[config.mk]
export PLATFORM = sky130hd
export DESIGN_NAME = bcd_to_bin_seq
export DESIGN_NICKNAME = d
export VERILOG_FILES = /design/src/rtl/bcd_to_bin_seq.sv
export SDC_FILE = /design/constraint.sdc
export NUM_CORES = 1
export LEC_CHECK = 0
export CAP_MARGIN = 20
export CORE_MARGIN = 2
export CORE_UTILIZATION = 30
export CTS_CLUSTER_SIZE = 14
export DETAILED_ROUTE_END_ITERATION = 10
export GPL_TIMING_DRIVEN = 0
export HOLD_SLACK_MARGIN = 0.03
export SYNTH_ARGS = -nofsm -noshare
export SYNTH_HDL_FRONTEND = slang
export SYNTH_SLANG_ARGS = --single-unit
[constraint.sdc]
create_clock -name clk -period 2 [get_ports clk]
set_clock_uncertainty 0.2 [all_clocks]
set_input_delay 0.4 -clock clk [delete_from_list [all_inputs] [get_ports clk]]
set_output_delay 0.4 -clock clk [all_outputs]
set_load 0.01 [all_outputs]
[src/rtl/bcd_to_bin_seq.sv]
// Sequential packed-BCD to binary converter (reverse double-dabble).
// One shift-and-correct step per clock, start/busy/done handshake.
module bcd_to_bin_seq #(
  parameter int NDIG = 4,
  parameter int BW   = 14
) (
  input  logic              clk,
  input  logic              rst_n,
  input  logic              start,
  input  logic [4*NDIG-1:0] bcd_in,
  output logic              busy,
  output logic              done,
  output logic [BW-1:0]     bin_out,
  output logic              err
);
  localparam int DW = 4 * NDIG;
  localparam int CW = $clog2(BW + 1);

  typedef enum logic {IDLE = 1'b0, CONV = 1'b1} state_t;

  state_t          state, state_nxt;
  logic [DW-1:0]   bcd_sr, bcd_sr_nxt, bcd_step;
  logic [BW-1:0]   bin_sr, bin_sr_nxt, bin_step;
  logic [CW-1:0]   cnt, cnt_nxt;
  logic [BW-1:0]   bin_out_nxt;
  logic            busy_nxt, done_nxt, err_nxt;
  logic            in_bad;
  logic [DW+BW-1:0] sh;

  // One reverse double-dabble step: shift right, then take 3 off every digit that now reads >= 8.
  always_comb begin
    sh       = {bcd_sr, bin_sr} >> 1;
    bin_step = sh[BW-1:0];
    bcd_step = '0;
    for (int d = 0; d < NDIG; d++) begin
      bcd_step[4*d +: 4] = sh[BW+4*d +: 4] - (sh[BW+4*d+3] ? 4'd3 : 4'd0);
    end
  end

  always_comb begin
    in_bad = 1'b0;
    for (int d = 0; d < NDIG; d++) begin
      if (bcd_in[4*d +: 4] > 4'd9) in_bad = 1'b1;
    end
  end

  always_comb begin
    // NOTE: every output of this block gets a default first, so no path can infer a latch.
    state_nxt   = state;
    bcd_sr_nxt  = bcd_sr;
    bin_sr_nxt  = bin_sr;
    cnt_nxt     = cnt;
    busy_nxt    = busy;
    done_nxt    = 1'b0;
    err_nxt     = err;
    bin_out_nxt = bin_out;
    case (state)
      IDLE: begin
        if (start) begin
          if (in_bad) begin
            err_nxt     = 1'b1;
            bin_out_nxt = '0;
            done_nxt    = 1'b1;
          end else begin
            bcd_sr_nxt = bcd_in;
            bin_sr_nxt = '0;
            cnt_nxt    = '0;
            err_nxt    = 1'b0;
            busy_nxt   = 1'b1;
            state_nxt  = CONV;
          end
        end
      end
      CONV: begin
        bcd_sr_nxt = bcd_step;
        bin_sr_nxt = bin_step;
        cnt_nxt    = cnt + 1'b1;
        if (cnt == CW'(BW - 1)) begin
          bin_out_nxt = bin_step;
          done_nxt    = 1'b1;
          busy_nxt    = 1'b0;
          state_nxt   = IDLE;
        end
      end
      default: begin
        state_nxt = IDLE;
        busy_nxt  = 1'b0;
      end
    endcase
  end

  // NOTE: sequential state uses non-blocking assignments so every register samples pre-edge values.
  always_ff @(posedge clk or negedge rst_n) begin
    if (!rst_n) begin
      state   <= IDLE;
      bcd_sr  <= '0;
      bin_sr  <= '0;
      cnt     <= '0;
      busy    <= 1'b0;
      done    <= 1'b0;
      err     <= 1'b0;
      bin_out <= '0;
    end else begin
      state   <= state_nxt;
      bcd_sr  <= bcd_sr_nxt;
      bin_sr  <= bin_sr_nxt;
      cnt     <= cnt_nxt;
      busy    <= busy_nxt;
      done    <= done_nxt;
      err     <= err_nxt;
      bin_out <= bin_out_nxt;
    end
  end

  // A valid input leaves nothing behind in the BCD register after the last step.
  a_bcd_drained : assert property (@(posedge clk) disable iff (!rst_n)
    (state == CONV && cnt == CW'(BW - 1)) |-> (bcd_step == '0));

endmodule
Yosys cells after proc, flatten, opt, wreduce, memory -nomap -nowiden
Index checks and enable logic that the tools add are counted.
Widths: inputs -> output; s select.
{"block": "word_totals", "ff_bits": 52, "in_bits": 19, "wordCells": 58}
{"block": "op_classes", "n_bitwise": 1, "n_reduce_logical": 4, "n_lt_le_gt_ge": 4, "muxes": 32, "eq_ne": 5, "addsub": 4}
{"cell": "$mux 14", "count": 5}
{"cell": "$pmux 14 s2", "count": 2}
{"cell": "$mux 16", "count": 2}
{"cell": "$pmux 16 s2", "count": 1}
{"cell": "$gt 4x4->1 const B", "count": 4}
{"cell": "$mux 1", "count": 13}
{"cell": "$sub 4x2->4", "count": 3}
{"cell": "$mux 4", "count": 2}
{"cell": "$pmux 4 s2", "count": 1}
{"cell": "$mux 2", "count": 3}
{"cell": "$ne 2x2->1 const B", "count": 3}
{"cell": "$pmux 1 s2", "count": 3}
{"cell": "$reduce_and 3->1", "count": 2}
{"cell": "$add 4x1->4 const B", "count": 1}
{"cell": "$eq 4x4->1 const B", "count": 1}
{"cell": "$reduce_and 2->1", "count": 2}
{"cell": "$ne 2x1->1 const B", "count": 1}
{"cell": "$not 1->1", "count": 1}

Logic depth before layout (Yosys ltp)
{"block": "logic_depth", "word_depth": 8, "ltp_mapped": 7, "mapped_depth_nobuf": 6}

Worst setup path after synthesis
No wires, ideal clock.
{"block": "synth_timing", "path_type": "reg-to-reg", "startpoint": "register bcd_sr[8]", "endpoint": "register bcd_sr[6]", "path_slack_ps": 273, "synth_period_minus_slack_ps": 1727, "setup_ps": 126, "t_arrival_ps": 1401, "stages_incl_launch_ff": 6, "required_time_ps": 1674, "path_cell_list": "dfrtp_1 -> ha_1 -> fa_1 -> xnor2_1 -> nor2_1 -> a221o_1"}
{"block": "synth_via", "elab_chain_cells": 3}
{"element": "from (decl)", "line_no": "22", "source": "logic [DW-1:0] bcd_sr, bcd_sr_nxt, bcd_step;"}
{"element": "from (signal assigned)", "line_no": "105", "source": "bcd_sr <= bcd_sr_nxt;"}
{"element": "$mux 2", "line_no": "36", "source": "bcd_step[4*d +: 4] = sh[BW+4*d +: 4] - (sh[BW+4*d+3] ? 4'd3 : 4'd0);"}
{"element": "$sub 4x2->4", "line_no": "36"}
{"element": "$pmux 16 s2", "line_no": "57", "source": "case (state)"}
Every way passes these cells.
A chain may end at the register's enable or synchronous reset.

Final worst setup path
{"block": "layout_timing", "startpoint": "input bcd_in[13]", "endpoint": "register bcd_sr[3]"}
{"block": "layout_via", "elab_chain_cells": 4}
{"element": "from (decl)", "line_no": "10", "source": "input logic [4*NDIG-1:0] bcd_in,"}
{"element": "$gt 4x4->1", "line_no": "43", "source": "if (bcd_in[4*d +: 4] > 4'd9) in_bad = 1'b1;"}
{"element": "$mux 1", "line_no": "43"}
{"element": "$ne 2x2->1 (no line)"}
{"element": "$reduce_and 2->1 (no line)"}
Every way passes these cells.

==> results_dict.tcl <==
set metrics [dict create \
    p_per_area_nw_per_um2 1490 \
    status "finished clean" \
    area_growth_pct 27.8 \
    via_per_inst 4.85 \
    clk_latency_ps 290 \
    final-setup-viol-count 0 \
    cp.required_ps 1980 \
    first_pass_iters 4 \
    yosysTopAreaCell "dfrtp_1" \
    startpoint "bcd_in[13]" \
    internal_power_mw 2.80 \
    synth_top_cell_area_share_pct 56.3 \
    ys_types 29 \
    power_mw 4.31 \
    grt_pass1_vias 1597 \
    cts_buffer_depth 2 \
    grt_pass1_wl_um 8010 \
    criticalPathCategory "input port to flip-flop" \
    finalMaxSlewViolations 0 \
    syn_area_um2 2270 \
    min_path_type "flip-flop to flip-flop" \
    swShare_pct 35.0 \
    drc 0 \
    layout.nets 261 \
    yosysSeqAreaShare_pct 56.3 \
    reg2reg_from "bcd_sr[8]$_DFFE_PN0P_" \
    clock-sinks 51 \
    netSwitchingPower_mw 1.51 \
    syn_inst 184 \
    ir_drop_mv 0.415 \
    power_frac_seq_pct 42.1 \
    wl_per_cell_um 14.5 \
    avgSynthCellArea_um2 12.3 \
    cp_max_fo 10 \
    max_freq_ghz 0.525 \
    finalHoldViolCount 0 \
    grt-ovfl-total 0 \
    finalWirelength_um 4780 \
    placedCellCount 319 \
    die_area_um2 8270 \
    rows 31 \
    antenna_found_initial 0 \
    cts_buffers 5 \
    ys.flop_type "dfrtp_1" \
    grt_use_total_pct 12.3 \
    ios 36 \
    initial_utilization_pct 31.1 \
    arrival_ps 1880 \
    max_cap_viol_count 0 \
    post-route-util_pct 39.8 \
    total_leakage_power_nw 1.34 \
    worst_slew_pin_slew_ps 511 \
    layout_worst_path_cycle_share_pct 95.2 \
    cts.reportedPaths.clkPinSlew_ps 90 \
    synth_area_leaders "dfrtp_1, a22o_1, ha_1, inv_1, a221o_1" \
    coreArea_um2 7290 \
    timing.hold.ws_ps 307 \
    cp-end-kind "flip-flop" \
    n_antenna_cell 0 \
    syn_nets 214 \
    clockPowerShare_pct 13.1 \
    ys_seq_elements 51 \
    period_minus_slack_ps 1900 \
    vias 1600 \
    h-tree-depth 2 \
    synth-async-reset-ratio_pct 100 \
    fin_tns_setup_ps 0 \
    worstHoldStart "bin_out[9]$_DFFE_PN0P_" \
    ys.warnings.count 0 \
    comb_power_share_pct 44.8 \
    startpoint_type "input port" \
    cts_root_buf "clkbuf_8" \
    slew_headroom_pct 65.9 \
    fin_cells 330 \
    synth_edf_count 0 \
    port_buffers 35 \
    drive_above_1_share_pct 11.7 \
    gp_congestion 0.801 \
    rsz0062_at_grt "no" \
    grt_max_degree 36 \
    initialDrtViolationCount 59 \
    dieHeight_um 91.0 \
    post-dp-hpwl_um 3430 \
    cts_tree "done" \
    die_x_um 91.0 \
    ant_nets 0 \
]
## synthesized netlist by cell type (all sizes together), types with 2 or more instances
cell and instances:
a222oi 7, a21oi 3, inv 26, and4 2
a22o 29, and3 3, o21ai 5, fa 3
a221o 7, buf 8, clkbuf 2, a211oi 3
nand2 3, xnor2 7, dfrtp 51, nor2 10
ha 8
## cells by family (layout without fill, tap and decap cells)
family                     after synthesis  after routing  synth area share (%)
xor gates and xnor gates                 8              8                  3.09
muxes                                    1              1                 0.441
buffers and inverters                   36             83                  7.11
and+or+nand+nor                         21             21                  4.80
AOI/OAI and AO/OA                       56             56                  21.2
adders and majority gates               11             11                  7.06
DFF                                     51             51                  56.3
## registers in the layout, indices dropped and copies added, names as in the netlist
register / cells
cnt: 4
bin_sr: 13
bin_out: 14
done: 1
state: 1
bcd_sr: 16
busy: 1
err: 1
## through the flow
stage	setup WS [ps]	cell area (um2)
6_report	95.2	2900
5_1_grt	5.12	2900
4_1_cts	15.3	2890
3_5_place_dp	-525	2760
3_3_place_gp	-1220	2740
2_1_floorplan	273	2270
## worst max-delay path: stages
cell and delay, ps:
clkdlybuf4s50_1 440, o21ai_2 210, and4_4 260, a21oi_2 80, buf_6 150, a221o_1 340
## area by class of cell
cell class                      count  area, um2
Buffer                             10       65.1
Clock buffer                        5       68.8
Clock inverter                      2       13.8
Fill cell                         739       4390
Inverter                           26       97.6
Multi-Input combinational cell     97        856
Sequential cell                    51       1280
Tap cell                           99        124
Timing Repair Buffer               40        398
## layer usage
layer / track usage (%) / part of all wire [%] / up-vias
met5: 0 / 0 / -
met4: 3.41 / 1.3 / 0
met3: 3.49 / 5.1 / 6
met2: 18.1 / 44 / 37
met1: 17.6 / 49 / 784
li1: - / - / 773
## power by group through the flow
stage	sequential, mW	clock, mW	combinational [mW]
floorplan	1.81	0	1.30
detailed placement	1.83	0	1.93
finish	1.81	0.567	1.93
global placement	1.82	0	1.89
global route	1.87	0.639	2.18
CTS	1.81	0.589	1.96
## worst paths after layout
kind	to	slack (ps)	cells past startpoint
setup reg to reg	bcd_sr[6]$_DFFE_PN0P_	170	5
setup / recovery	bcd_sr[3]$_DFFE_PN0P_	100	6
hold / removal	bin_out[9]$_DFFE_PN0P_	310	1
min in group asynchronous	bcd_sr[11]$_DFFE_PN0P_	370	2
hold reg to reg	bin_out[9]$_DFFE_PN0P_	310	1
max in group asynchronous	bin_sr[11]$_DFFE_PN0P_	710	3
## cell usage in the layout (no fill, tap or decap), drive strengths merged, types with 2 or more instances in the layout
master / netlist / layout
nor2: 10 / 10
dfrtp: 51 / 51
buf: 8 / 12
inv: 26 / 26
clkinv: 0 / 2
a222oi: 7 / 7
nand2: 3 / 3
and3: 3 / 3
xnor2: 7 / 7
fa: 3 / 3
clkbuf: 2 / 8
a211oi: 3 / 3
a22o: 29 / 29
a21oi: 3 / 3
and4: 2 / 2
a221o: 7 / 7
ha: 8 / 8
clkdlybuf4s50: 0 / 34
o21ai: 5 / 5
## timing repair
action | CTS | global route
hold endpoints to repair | 16 | 0
pin swaps | 3 | 1
gates resized for setup | 4 | 2
setup endpoints to repair | 27 | 17
buffers inserted | 2 | 1
hold buffers | 1 | 0
Power figures use the tool's default switching activity.
